--- src/rtl/calc2_port_sched_if.sv ---
// calc2_port_sched_if: bundles the client request/response channel and the
// calc2 request/response port of one calc2_port_sched instance.
//   req_*      client request (valid/ready handshake)
//   rsp_*      client response pulse (no back-pressure)
//   calc_*_out command stream towards calc2 (two-cycle protocol)
//   calc_*_in  response stream from calc2
//   busy_tags  outstanding-tag bitmap, err_spurious sticky error
// Modports: slave = scheduler side, master = client/calc2 side.
interface calc2_port_sched_if #(
    parameter int unsigned ID_W = 4
);
    logic            req_valid;
    logic            req_ready;
    logic [3:0]      req_cmd;
    logic [31:0]     req_op1;
    logic [31:0]     req_op2;
    logic [ID_W-1:0] req_id;

    logic [3:0]      calc_cmd_out;
    logic [31:0]     calc_data_out;
    logic [1:0]      calc_tag_out;
    logic [1:0]      calc_resp_in;
    logic [31:0]     calc_data_in;
    logic [1:0]      calc_tag_in;

    logic            rsp_valid;
    logic [1:0]      rsp_code;
    logic [31:0]     rsp_data;
    logic [ID_W-1:0] rsp_id;
    logic [3:0]      busy_tags;
    logic            err_spurious;

    modport slave (
        input  req_valid, req_cmd, req_op1, req_op2, req_id,
        input  calc_resp_in, calc_data_in, calc_tag_in,
        output req_ready,
        output calc_cmd_out, calc_data_out, calc_tag_out,
        output rsp_valid, rsp_code, rsp_data, rsp_id, busy_tags, err_spurious
    );

    modport master (
        output req_valid, req_cmd, req_op1, req_op2, req_id,
        output calc_resp_in, calc_data_in, calc_tag_in,
        input  req_ready,
        input  calc_cmd_out, calc_data_out, calc_tag_out,
        input  rsp_valid, rsp_code, rsp_data, rsp_id, busy_tags, err_spurious
    );
endinterface

--- src/rtl/calc2_port_sched.sv ---
// calc2_port_sched: per-port request scheduler between one client and one
// calc2 request/response port.
//   - accepts two-operand commands (valid/ready), allocates the lowest free
//     2-bit tag and serialises the command as OP1 (cmd/op1/tag) then OP2 (op2)
//   - tracks up to 4 outstanding tags, maps calc2 responses back to client IDs
//   - retires tags that get no response within TIMEOUT_CYC cycles (code 0)
// Ports:
//   c_clk   clock, rising edge
//   reset   synchronous active-low reset
//   bus     calc2_port_sched_if.slave (client request/response + calc2 port)
module calc2_port_sched #(
    parameter int unsigned ID_W        = 4,
    parameter int unsigned TIMEOUT_CYC = 64
) (
    input logic                c_clk,
    input logic                reset,
    calc2_port_sched_if.slave  bus
);

    localparam logic [7:0] TimerLoad = 8'(TIMEOUT_CYC);

    typedef enum logic [1:0] {StIdle, StOp1, StOp2} state_e;

    state_e          state_q, state_d;

    logic [3:0]      busy_q, busy_d;
    logic [ID_W-1:0] id_tab_q [4];
    logic [7:0]      timer_q  [4];
    logic [7:0]      timer_d  [4];
    logic [31:0]     op2_q;

    logic [3:0]      calc_cmd_q, calc_cmd_d;
    logic [31:0]     calc_data_q, calc_data_d;
    logic [1:0]      calc_tag_q, calc_tag_d;

    logic            rsp_valid_q, rsp_valid_d;
    logic [1:0]      rsp_code_q, rsp_code_d;
    logic [31:0]     rsp_data_q, rsp_data_d;
    logic [ID_W-1:0] rsp_id_q, rsp_id_d;
    logic            err_q, err_d;

    logic            ready;
    logic            hs;
    logic [1:0]      alloc_tag;
    logic            rsp_hit;
    logic            spurious;
    logic [3:0]      expired;
    logic            to_valid;
    logic [1:0]      to_tag;

    // Ready and tag choice only look at registered busy_q, so a tag freed this
    // cycle cannot be re-allocated before the next one.
    assign ready = reset && (state_q == StIdle || state_q == StOp2) && (busy_q != 4'hF);
    assign hs    = bus.req_valid && ready;

    always_comb begin
        alloc_tag = 2'd0;
        for (int i = 3; i >= 0; i--) begin
            if (!busy_q[i]) begin
                alloc_tag = 2'(i);
            end
        end
    end

    assign rsp_hit  = (bus.calc_resp_in != 2'd0) && busy_q[bus.calc_tag_in];
    assign spurious = (bus.calc_resp_in != 2'd0) && !busy_q[bus.calc_tag_in];

    always_comb begin
        for (int i = 0; i < 4; i++) begin
            expired[i] = busy_q[i] && (timer_q[i] == 8'd0);
        end
    end

    // A real calc2 response always takes the response slot; timeouts wait.
    assign to_valid = (expired != 4'd0) && !rsp_hit;

    always_comb begin
        to_tag = 2'd0;
        for (int i = 3; i >= 0; i--) begin
            if (expired[i]) begin
                to_tag = 2'(i);
            end
        end
    end

    // FSM: state register
    always_ff @(posedge c_clk) begin
        if (!reset) begin
            state_q <= StIdle;
        end else begin
            state_q <= state_d;
        end
    end

    // FSM: next state
    always_comb begin
        state_d = state_q;
        unique case (state_q)
            StIdle:  state_d = hs ? StOp1 : StIdle;
            StOp1:   state_d = StOp2;
            StOp2:   state_d = hs ? StOp1 : StIdle;
            default: state_d = StIdle;
        endcase
    end

    // FSM: next value of the registered calc2 command outputs
    always_comb begin
        calc_cmd_d  = 4'd0;
        calc_data_d = 32'd0;
        calc_tag_d  = 2'd0;
        if (hs) begin
            calc_cmd_d  = bus.req_cmd;
            calc_data_d = bus.req_op1;
            calc_tag_d  = alloc_tag;
        end else if (state_q == StOp1) begin
            calc_data_d = op2_q;
        end
    end

    // Tag bookkeeping: at most one free (response or timeout) and one
    // allocation per cycle, never on the same tag.
    always_comb begin
        busy_d = busy_q;
        if (rsp_hit) begin
            busy_d[bus.calc_tag_in] = 1'b0;
        end else if (to_valid) begin
            busy_d[to_tag] = 1'b0;
        end
        if (hs) begin
            busy_d[alloc_tag] = 1'b1;
        end
    end

    always_comb begin
        for (int i = 0; i < 4; i++) begin
            timer_d[i] = timer_q[i];
            if (hs && alloc_tag == 2'(i)) begin
                timer_d[i] = TimerLoad;
            end else if (busy_q[i] && timer_q[i] != 8'd0) begin
                timer_d[i] = timer_q[i] - 8'd1;
            end
        end
    end

    always_comb begin
        rsp_valid_d = rsp_hit || to_valid;
        rsp_code_d  = 2'd0;
        rsp_data_d  = 32'd0;
        rsp_id_d    = '0;
        if (rsp_hit) begin
            rsp_code_d = bus.calc_resp_in;
            rsp_data_d = bus.calc_data_in;
            rsp_id_d   = id_tab_q[bus.calc_tag_in];
        end else if (to_valid) begin
            rsp_id_d = id_tab_q[to_tag];
        end
        err_d = err_q || spurious;
    end

    always_ff @(posedge c_clk) begin
        if (!reset) begin
            busy_q      <= 4'd0;
            op2_q       <= 32'd0;
            calc_cmd_q  <= 4'd0;
            calc_data_q <= 32'd0;
            calc_tag_q  <= 2'd0;
            rsp_valid_q <= 1'b0;
            rsp_code_q  <= 2'd0;
            rsp_data_q  <= 32'd0;
            rsp_id_q    <= '0;
            err_q       <= 1'b0;
            for (int i = 0; i < 4; i++) begin
                id_tab_q[i] <= '0;
                timer_q[i]  <= 8'd0;
            end
        end else begin
            busy_q      <= busy_d;
            calc_cmd_q  <= calc_cmd_d;
            calc_data_q <= calc_data_d;
            calc_tag_q  <= calc_tag_d;
            rsp_valid_q <= rsp_valid_d;
            rsp_code_q  <= rsp_code_d;
            rsp_data_q  <= rsp_data_d;
            rsp_id_q    <= rsp_id_d;
            err_q       <= err_d;
            for (int i = 0; i < 4; i++) begin
                timer_q[i] <= timer_d[i];
            end
            if (hs) begin
                op2_q               <= bus.req_op2;
                id_tab_q[alloc_tag] <= bus.req_id;
            end
        end
    end

    assign bus.req_ready     = ready;
    assign bus.calc_cmd_out  = calc_cmd_q;
    assign bus.calc_data_out = calc_data_q;
    assign bus.calc_tag_out  = calc_tag_q;
    assign bus.rsp_valid     = rsp_valid_q;
    assign bus.rsp_code      = rsp_code_q;
    assign bus.rsp_data      = rsp_data_q;
    assign bus.rsp_id        = rsp_id_q;
    assign bus.busy_tags     = busy_q;
    assign bus.err_spurious  = err_q;

endmodule

--- src/flat_wrapper.sv ---
// flat-port wrapper written by rule: the top's interface ports become plain ports
module calc2_port_sched_flat 
#(
    parameter int unsigned ID_W        = 4,
    parameter int unsigned TIMEOUT_CYC = 64
)
  (c_clk, reset, bus_req_valid, bus_req_cmd, bus_req_op1, bus_req_op2, bus_req_id, bus_calc_resp_in, bus_calc_data_in, bus_calc_tag_in, bus_req_ready, bus_calc_cmd_out, bus_calc_data_out, bus_calc_tag_out, bus_rsp_valid, bus_rsp_code, bus_rsp_data, bus_rsp_id, bus_busy_tags, bus_err_spurious);
  calc2_port_sched_if #(.ID_W(ID_W)) bus_i ();
  input logic c_clk;
  input logic reset;
  input wire logic [$bits(bus_i.req_valid)-1:0] bus_req_valid;
  input wire logic [$bits(bus_i.req_cmd)-1:0] bus_req_cmd;
  input wire logic [$bits(bus_i.req_op1)-1:0] bus_req_op1;
  input wire logic [$bits(bus_i.req_op2)-1:0] bus_req_op2;
  input wire logic [$bits(bus_i.req_id)-1:0] bus_req_id;
  input wire logic [$bits(bus_i.calc_resp_in)-1:0] bus_calc_resp_in;
  input wire logic [$bits(bus_i.calc_data_in)-1:0] bus_calc_data_in;
  input wire logic [$bits(bus_i.calc_tag_in)-1:0] bus_calc_tag_in;
  output wire logic [$bits(bus_i.req_ready)-1:0] bus_req_ready;
  output wire logic [$bits(bus_i.calc_cmd_out)-1:0] bus_calc_cmd_out;
  output wire logic [$bits(bus_i.calc_data_out)-1:0] bus_calc_data_out;
  output wire logic [$bits(bus_i.calc_tag_out)-1:0] bus_calc_tag_out;
  output wire logic [$bits(bus_i.rsp_valid)-1:0] bus_rsp_valid;
  output wire logic [$bits(bus_i.rsp_code)-1:0] bus_rsp_code;
  output wire logic [$bits(bus_i.rsp_data)-1:0] bus_rsp_data;
  output wire logic [$bits(bus_i.rsp_id)-1:0] bus_rsp_id;
  output wire logic [$bits(bus_i.busy_tags)-1:0] bus_busy_tags;
  output wire logic [$bits(bus_i.err_spurious)-1:0] bus_err_spurious;
  assign bus_i.req_valid = bus_req_valid;
  assign bus_i.req_cmd = bus_req_cmd;
  assign bus_i.req_op1 = bus_req_op1;
  assign bus_i.req_op2 = bus_req_op2;
  assign bus_i.req_id = bus_req_id;
  assign bus_i.calc_resp_in = bus_calc_resp_in;
  assign bus_i.calc_data_in = bus_calc_data_in;
  assign bus_i.calc_tag_in = bus_calc_tag_in;
  assign bus_req_ready = bus_i.req_ready;
  assign bus_calc_cmd_out = bus_i.calc_cmd_out;
  assign bus_calc_data_out = bus_i.calc_data_out;
  assign bus_calc_tag_out = bus_i.calc_tag_out;
  assign bus_rsp_valid = bus_i.rsp_valid;
  assign bus_rsp_code = bus_i.rsp_code;
  assign bus_rsp_data = bus_i.rsp_data;
  assign bus_rsp_id = bus_i.rsp_id;
  assign bus_busy_tags = bus_i.busy_tags;
  assign bus_err_spurious = bus_i.err_spurious;
  calc2_port_sched #(.ID_W(ID_W), .TIMEOUT_CYC(TIMEOUT_CYC)) u_core (.c_clk(c_clk), .reset(reset), .bus(bus_i));
endmodule
--- config.mk ---
export PLATFORM = sky130hd
export DESIGN_NAME = calc2_port_sched_flat
export DESIGN_NICKNAME = d
export VERILOG_FILES = /design/src/rtl/calc2_port_sched_if.sv /design/src/rtl/calc2_port_sched.sv /design/src/flat_wrapper.sv
export SDC_FILE = /design/constraint.sdc
export NUM_CORES = 1
export LEC_CHECK = 0
export ABC_AREA = 1
export ABC_CLOCK_PERIOD_IN_PS = 1700
export BUFFER_PORTS_ARGS = -buffer_cell sky130_fd_sc_hd__buf_2
export CORE_MARGIN = 4
export CORE_UTILIZATION = 51
export CTS_CLUSTER_SIZE = 30
export DETAILED_ROUTE_END_ITERATION = 10
export PLACE_DENSITY_LB_ADDON = 0.2
export RECOVER_POWER = 50
export SKIP_LAST_GASP = 1
export SLEW_MARGIN = 20
export SYNTH_ARGS = -nofsm -noshare
export SYNTH_HDL_FRONTEND = slang
export SYNTH_SLANG_ARGS = --single-unit
--- constraint.sdc ---
create_clock -name c_clk -period 1.7 [get_ports c_clk]
set_input_delay 0.34 -clock c_clk [delete_from_list [all_inputs] [get_ports c_clk]]
set_output_delay 0.34 -clock c_clk [all_outputs]
set_load 0.1 [all_outputs]
After elaboration in Yosys (flattened, before gate mapping)
Memories as Yosys holds them, arrays and structs flattened.
Cells that the tools add are included.
Widths: inputs -> output; s select.
{"block": "classes", "eq_ne": 6, "muxes": 45, "addsub": 4, "n_bitwise": 9, "n_reduce_logical": 42, "magnitude_cmp": 6}
{"cell": "$mux 8", "n": 12}
{"cell": "$mux 32", "n": 2}
{"cell": "$logic_not 8->1", "n": 4}
{"cell": "$reduce_bool 8->1", "n": 4}
{"cell": "$sub 8x1->8 const B", "n": 4}
{"cell": "$mux 4", "n": 6}
{"cell": "$logic_and 1x1->1", "n": 21}
{"cell": "$mux 2", "n": 9}
{"cell": "$mux 1", "n": 11}
{"cell": "$lt 2x3->1 const B", "n": 3}
{"cell": "$and 4x4->4", "n": 2}
{"cell": "$not 4->4", "n": 2}
{"cell": "$demux 1 s2", "n": 3}
{"cell": "$eq 2x2->1 const B", "n": 3}
{"cell": "$ge 2x1->1 const B", "n": 3}
{"cell": "$eq 2x1->1 const B", "n": 2}
{"cell": "$logic_not 2->1", "n": 2}
{"cell": "$ne 4x4->1 const B", "n": 1}
{"cell": "$or 1x1->1", "n": 4}
{"cell": "$or 4x4->4", "n": 1}
{"cell": "$pmux 2 s2", "n": 1}
{"cell": "$reduce_and 2->1", "n": 2}
{"cell": "$reduce_bool 4->1", "n": 1}
{"cell": "$reduce_or 4->1", "n": 1}
{"cell": "other kinds (5)", "n": 8}
{"block": "word_totals", "elab_cells": 125, "register_bits": 116, "n_memories": 2, "out_inout_bits": 83, "inputBits": 111, "ram_bits": 48}
{"memory": "u_core.timer_q", "words": 4, "width": 8, "read_ports": 4, "rd_ports_with_merged_regs": 0, "wr": 4, "line_no": "calc2_port_sched.sv:28", "text": "logic [7:0] timer_q [4];"}
{"memory": "u_core.id_tab_q", "words": 4, "width": 4, "read_ports": 2, "rd_ports_with_merged_regs": 0, "wr": 4, "line_no": "calc2_port_sched.sv:27", "text": "logic [ID_W-1:0] id_tab_q [4];"}

Logic depth before layout (Yosys ltp)
Gate-level depths: netlist (run 1).
An unclocked memory read counts as a cell.
{"block": "logic_depth", "ltp_word": 17, "ltp_mapped": 13, "mapped_depth_nobuf": 13}

Worst setup path after synthesis (run 1)
Ideal clock, no wire load.
{"block": "synth_path", "path_kind": "register to register", "startpoint": "reg u_core.busy_q[1], in the netlist u_core.bus.busy_tags[1]", "endpoint": "mem u_core.id_tab_q[3][0], enable pin", "n_path_buf": 1, "t_arrival_ps": 2196, "stages_incl_launch_ff": 11, "required_ps": 1397, "setup_slack_ps": -799, "setup_time_ps": 303, "period_less_slack_ps": 2499, "path_cell_list": "dfxtp_1 buf_2 nand2_2 o21ai_2 nor2_4 nand2_8 inv_2 nand2_1 inv_2 nand2_2 nand2_4"}
{"element": "start: declaration", "line_no": "calc2_port_sched.sv:26", "text": "logic [3:0] busy_q, busy_d;"}
{"element": "start signal: assignment", "line_no": "calc2_port_sched.sv:177", "text": "busy_q <= busy_d;"}
{"element": "end: declaration", "line_no": "calc2_port_sched.sv:27"}

==> results.sh, run 1 <==
export IMPL_hpwl_um=11800
export IMPL_setup_violations_final=7
export IMPL_clock_root_buffer="clkbuf_16"
export IMPL_clkPwrFrac_pct=41.8
export IMPL_switchingPower_mw=2.720
export IMPL_clk_latency_ns=0.42
export IMPL_h_tree_depth=4
export IMPL_post_route_min_period_ns=1.740
export IMPL_postSynth_asyncResetShare_pct=0
export IMPL_nets=1133
export IMPL_reg2reg_to="u_core.bus.rsp_id[1]$_SDFF_PN0_"
export IMPL_synthMostInstantiatedCell="nand2_1"
export IMPL_die_w_um=121.4
export IMPL_grt_usage_pct=21.30
export IMPL_cpMostUsedCell="nand2_1"
export IMPL_ys_top_cells_by_count="nand2_1, dfxtp_1, inv_1"
export IMPL_initial_core_util_pct=51.99
export IMPL_synth_seq_area_share_pct=52.48
export IMPL_finalHoldViolations=0
export IMPL_holdCritPathClass="in -> reg"
export IMPL_r2r_slack_ns=-0.04
export IMPL_drtIter0Drc=494
export IMPL_pwr_share_comb_pct=14.8
export IMPL_min_from="bus_req_op1[23]"
export IMPL_layout_setup_ws_ns=-0.04048
export IMPL_first_pass_iters=5
export IMPL_wirelength_um=16810
export IMPL_synth_edf_count=16
export IMPL_fmax_mhz=574.6
export IMPL_fin_setup_tns_ns=-0.1328
export IMPL_syn_area_per_cell_um2=8.274
export IMPL_yosysTopAreaCell="dfxtp_1"
export IMPL_rsz0062_at_grt="true"
export IMPL_cts_max_path_buffers=2
export IMPL_switching_share_pct=28.61
export IMPL_hold_path_depth=3
export IMPL_ant_nets=0
export IMPL_gr_total_overflow=0
export IMPL_vias_per_cell=4.842
export IMPL_grt_max_degree=52
export IMPL_internal_power_mw=6.787
export IMPL_required_ns=2.06
export IMPL_tritoncts="built"
export IMPL_rr_startpoint="u_core.timer_q[0][0]$_SDFFE_PP0P_"
export IMPL_reg2regPathDepth=12
export IMPL_synth_seq_cells=164
export IMPL_io_pins=194
export IMPL_routedWlPerCell_um=14.02
export IMPL_cts_hold_buf=0
export IMPL_dieHeight_um=121.4
export IMPL_worstMarginPinSlew_ns=0.5193
export IMPL_clk_pin_slew_worst_paths_ns=0.07
export IMPL_netlist_area_leader_share_pct=45.16
export IMPL_grt_antenna_before_repair=0
export IMPL_power_mw=9.507
export IMPL_n_antenna_cell=0
export IMPL_synth_area_leaders="dfxtp_1, nand2_1, edfxtp_1"
export IMPL_grt_pass1_vias=5232
export IMPL_dieArea_um2=14740
export IMPL_power_frac_seq_pct=43.4
export IMPL_critPathMaxStageDelay_ns=0.34
export IMPL_crit_chain="inv_2 -> ha_1 -> nor3b_4 -> nand3_2 -> nand2_4 -> buf_6 -> nor2_4 -> a21oi_4 -> nand2_1 -> nand3b_1 -> nand2_1 -> nand2_1"
export IMPL_p_leak_nw=4.273
export IMPL_cts_sink_count=164
export IMPL_cp_top_family="simple AND/OR/NAND/NOR gates"
export IMPL_grt_pass1_wl_um=24860
export IMPL_slowest_stage="dfxtp_2"
export IMPL_cp_max_fo=4
export IMPL_worst_setup_path_type="reg -> reg"
export IMPL_io_buffers=193
export IMPL_hold_ws_ns=0.1259
export IMPL_vias=5806
export IMPL_yosysWarnings=0
export IMPL_relSlewSlack_pct=65.62
export IMPL_drv_cap=0
export IMPL_num_rows=41
export IMPL_crit_path_end_kind="flop"
export IMPL_core_area_um2=12620
export IMPL_netlist_area_um2=6561
export IMPL_start_kind="flop"
export IMPL_drive_gt1_share_pct=37.68
export IMPL_numCtsBuffers=17
export IMPL_min_to="u_core.bus.calc_data_out[23]$_SDFF_PN0_"
export IMPL_cp_num_buf_inv=2
export IMPL_synth_nets=912
export IMPL_route_detailed_drc=0
export IMPL_ir_drop_mv=0.6666
export IMPL_fin_skew_ns=0.008034
export IMPL_synth_cell_types=44
export IMPL_outcome="finished, violations left"
export IMPL_post_route_period_util_pct=102.4
export IMPL_place_gp_congestion=0.9442
export IMPL_arrival_ns=2.11
export IMPL_synth_top_flop_cell="dfxtp_1"
export IMPL_violations="setup timing"
export IMPL_area_growth_pct=34.23
export IMPL_drv_slew=0
export IMPL_postSynthCellCount=793
export IMPL_cellPowerDensity_nw_per_um2=1079
## worst min-delay path, stage by stage
cell and delay [ns]:
buf_2 0.07, nand2_1 0.04, o21ai_1 0.06
## per-layer routing
metal / global-route usage (%) / part of all wire, %
met4: 7.843 / 2.1
met3: 4.615 / 7.5
met1: 27.20 / 42
met2: 35.44 / 49
met5: 0 / 0
## logic make-up (layout without fill, tap and decap cells)
group	after synthesis	in the layout	share of synthesized area, %
and+or+nand+nor	344	344	24.98
DFF	164	164	52.48
buffers and inverters	147	381	9.725
AOI/OAI and AO/OA	124	124	10.49
adders and majority gates	8	8	1.526
xor gates and xnor gates	6	6	0.8009
## worst max path at each step
stage	start	to	slack, ns	depth (start not counted)
floorplan	u_core.bus.busy_tags[1]$_SDFF_PN0_	u_core.id_tab_q[3][0]$_DFFE_PP_	-0.40	10
global placement	u_core.timer_q[1][1]$_SDFFE_PP0P_	u_core.bus.busy_tags[2]$_SDFF_PN0_	0.01	11
detailed placement	u_core.timer_q[1][0]$_SDFFE_PP0P_	u_core.bus.busy_tags[2]$_SDFF_PN0_	-0.03	11
CTS	u_core.bus.busy_tags[2]$_SDFF_PN0_	bus_busy_tags[2]	-0.0003	2
global route	u_core.timer_q[0][0]$_SDFFE_PP0P_	u_core.bus.busy_tags[2]$_SDFF_PN0_	-0.12	10
finish	u_core.timer_q[0][0]$_SDFFE_PP0P_	u_core.bus.rsp_id[1]$_SDFF_PN0_	-0.04	12
## cell usage in the layout, fill, tap and decap left out, types with 5 or more instances in the layout
cell type / n
buf_2: 191
nand2_1: 169
dfxtp_1: 139
inv_1: 100
nor2_1: 61
a21oi_1: 49
o21ai_1: 36
buf_4: 25
nor2_2: 18
nor2_4: 17
clkbuf_16: 17
nand2_2: 16
edfxtp_1: 16
inv_2: 15
nand3_1: 15
nand2_4: 13
nand3_2: 12
o21ai_0: 9
ha_1: 7
xor2_1: 6
inv_6: 5
a21oi_2: 5
inv_4: 5
a22oi_1: 5
o211ai_1: 5
dfxtp_2: 5
## through the flow
stage | util (%) | cell area [µm²] | worst slack (ns) | instances
after floorplan | - | 6663 | -0.4021 | 793
after global placement | 62.33 | 7866 | 0.01073 | 1155
after detailed placement | 62.33 | 7866 | -0.02864 | 1155
after CTS | 67.49 | 8517 | -0.0003468 | 1190
after global routing | 69.79 | 8807 | -0.1205 | 1199
final | 69.79 | 8807 | -0.04048 | 1199
## power groups by stage
stage | clock (mW) | combinational [mW] | sequential, mW
5_1_grt | 4.22 | 1.50 | 4.14
6_report | 3.98 | 1.40 | 4.13
3_3_place_gp | 0 | 1.28 | 4.20
4_1_cts | 4.05 | 1.30 | 4.12
2_1_floorplan | 0 | 0.505 | 4.65
3_5_place_dp | 0 | 1.28 | 4.20
## what timing repair did
item	CTS	global route
resized for setup	2	75
setup endpoints to repair	8	44
pin swaps	2	28
setup buffers	3	9
## state kept, by name (all words and copies together) (netlist names)
| name | flops |
|---|---|
| u_core.bus.calc_data_out | 32 |
| u_core.bus.rsp_data | 32 |
| u_core.op2_q | 32 |
| u_core.timer_q | 32 |
| u_core.id_tab_q | 16 |
| u_core.bus.busy_tags | 4 |
| u_core.bus.calc_cmd_out | 4 |
| u_core.bus.rsp_id | 4 |
| u_core.bus.calc_tag_out | 2 |
| u_core.bus.rsp_code | 2 |
| u_core.state_q | 2 |
| u_core.bus.err_spurious | 1 |
| u_core.bus.rsp_valid | 1 |
## layout make-up
class                   count  area, µm²
repair buffers            226       1284
inverters                 123      486.7
fillers                  1025       3812
clock buffers              17      425.4
flip-flops and latches    164       3465
well taps                 172      215.2
multi-input cells         482       2736
clock inverters            15      195.2
Note: power is estimated with default switching activity, not from simulation.
==> run 2: changes to the inputs <==
Settings changed: CORE_UTILIZATION 51 to 40.
==> run 2 against run 1 <==
The run still ends with setup timing left. Register-to-register slack better by 0.08 ns. Worst setup slack better by 0.028 ns. Critical path depth is 7 lower. Critical path type is now reg -> out. Routed wire length is 2.5% lower. Sequential power hardly changed. Non-clock buffer count is 5 higher. Sequential cell count stayed put. Largest power group unchanged. Global-route usage is 4.2 points lower. Clock power is 6.3% lower. Count of clock-buffer cells in the layout is 1 higher.
==> results.sh, run 2 (synthesized netlist as in run 1, its figures left out) <==
export IMPL_layout_commonest_cell="buf_2"
export IMPL_vias=5680
export IMPL_layout_setup_ws_ns=-0.01221
export IMPL_post_route_min_period_ns=1.712
export IMPL_wirelength_um=16400
export IMPL_cts_sink_count=164
export IMPL_worst_setup_path_type="reg -> out"
export IMPL_crit_path_end_kind="output port"
export IMPL_routedWlPerCell_um=13.13
export IMPL_drv_cap=0
export IMPL_hpwl_um=12190
export IMPL_grt_antenna_before_repair=2
export IMPL_layout_common_cells="buf_2, nand2_1, dfxtp_1"
export IMPL_nets=1138
export IMPL_setup_violations_final=1
export IMPL_route_detailed_drc=0
export IMPL_fin_util_pct=55.13
export IMPL_relSlewSlack_pct=66.27
export IMPL_clk_pin_slew_worst_paths_ns=0.07
export IMPL_initial_core_util_pct=41.01
export IMPL_die_w_um=136.1
export IMPL_dieArea_um2=18520
export IMPL_violations="setup timing"
export IMPL_ant_nets=0
export IMPL_io_pins=194
export IMPL_outcome="finished, violations left"
export IMPL_cts_hold_buf=0
export IMPL_p_leak_nw=4.299
export IMPL_area_growth_pct=34.44
export IMPL_clk_latency_ns=0.42
export IMPL_post_route_cell_area_um2=8821
export IMPL_cts_max_path_buffers=2
export IMPL_cellPowerDensity_nw_per_um2=1046
export IMPL_fmax_mhz=584.0
export IMPL_drv_slew=0
export IMPL_post_route_period_util_pct=100.7
export IMPL_required_ns=1.36
export IMPL_grt_usage_pct=17.09
export IMPL_grt_pass1_vias=5283
export IMPL_num_rows=46
export IMPL_fin_skew_ns=0.009834
export IMPL_holdCritPathClass="in -> reg"
export IMPL_cp_max_fo=4
export IMPL_place_area_um2=7964
export IMPL_grt_max_degree=66
export IMPL_fin_setup_tns_ns=-0.01221
export IMPL_gr_total_overflow=0
export IMPL_grt_pass1_wl_um=25180
export IMPL_drtIter0Drc=284
export IMPL_arrival_ns=1.37
export IMPL_place_gp_congestion=0.8786
export IMPL_io_buffers=193
export IMPL_ir_drop_mv=0.6641
export IMPL_first_pass_iters=4
export IMPL_tritoncts="built"
export IMPL_rsz0062_at_grt="true"
export IMPL_core_area_um2=16000
export IMPL_h_tree_depth=4
export IMPL_clock_root_buffer="clkbuf_16"
export IMPL_dieHeight_um=136.1
export IMPL_finalHoldViolations=0
export IMPL_numCtsBuffers=17
export IMPL_vias_per_cell=4.548
export IMPL_worstMarginPinSlew_ns=0.5094
export IMPL_start_kind="flop"
export IMPL_drive_gt1_share_pct=37.21
run 2: area by class of cell:
type	count	area, µm²
repair buffers	231	1340
multi-input cells	482	2684
clock buffers	18	439.2
fillers	1520	7179
well taps	216	270.3
clock inverters	14	138.9
flip-flops and latches	164	3470
inverters	123	476.7
diodes	1	2.502
run 2: worst paths after layout:
check,depth (start not counted),slack [ns],from,endpoint
hold / removal,3,0.12,bus_req_op1[24],u_core.bus.calc_data_out[24]$_SDFF_PN0_
setup reg to reg,11,0.04,u_core.timer_q[0][0]$_SDFFE_PP0P_,u_core.bus.rsp_id[2]$_SDFF_PN0_
hold reg to reg,2,0.46,u_core.op2_q[24]$_SDFFE_PN0P_,u_core.bus.calc_data_out[24]$_SDFF_PN0_
setup / recovery,5,-0.01,u_core.bus.busy_tags[2]$_SDFF_PN0_,bus_req_ready
run 2: power breakdown:
group / total (mW) / switching, mW / internal [mW]
registers: 4.12 / 0.0689 / 4.05
logic: 1.38 / 0.990 / 0.388
clock network: 3.73 / 1.63 / 2.10
total: 9.22 / 2.69 / 6.54
run 2: metrics by stage:
| step | std cells | hold slack (ns) | setup slack [ns] | power, mW |
|---|---|---|---|---|
| floorplan | 793 | 0.4429 | -0.4021 | 5.152 |
| global placement | 1203 | 0.4478 | 0.01435 | 5.509 |
| detailed placement | 1203 | 0.4535 | -0.003098 | 5.513 |
| CTS | 1243 | 0.1042 | -0.03784 | 9.284 |
| global route | 1249 | 0.1135 | -0.07848 | 9.598 |
| finish | 1249 | 0.1195 | -0.01221 | 9.224 |
run 2: worst max-delay path, cell delays in order, from the launching register on:
cell and delay, ns:
dfxtp_4 0.38, nand2_4 0.07, o21ai_4 0.17, nor2_4 0.06
buf_6 0.11, buf_12 0.15
run 2: routing by layer:
layer	global-route usage [%]	up-vias	wire length, µm
met5	0	-	7
met4	6.271	2	335
met1	21.24	2519	7043
li1	-	2938	-
met2	28.65	193	7828
met3	4.367	28	1181
run 2: what timing repair did:
| action | CTS | global route |
|---|---|---|
| endpoints found under the setup margin | 5 | 26 |
| resized for setup | 3 | 56 |
| pin swaps | 5 | 15 |
| buffers inserted | 8 | 5 |
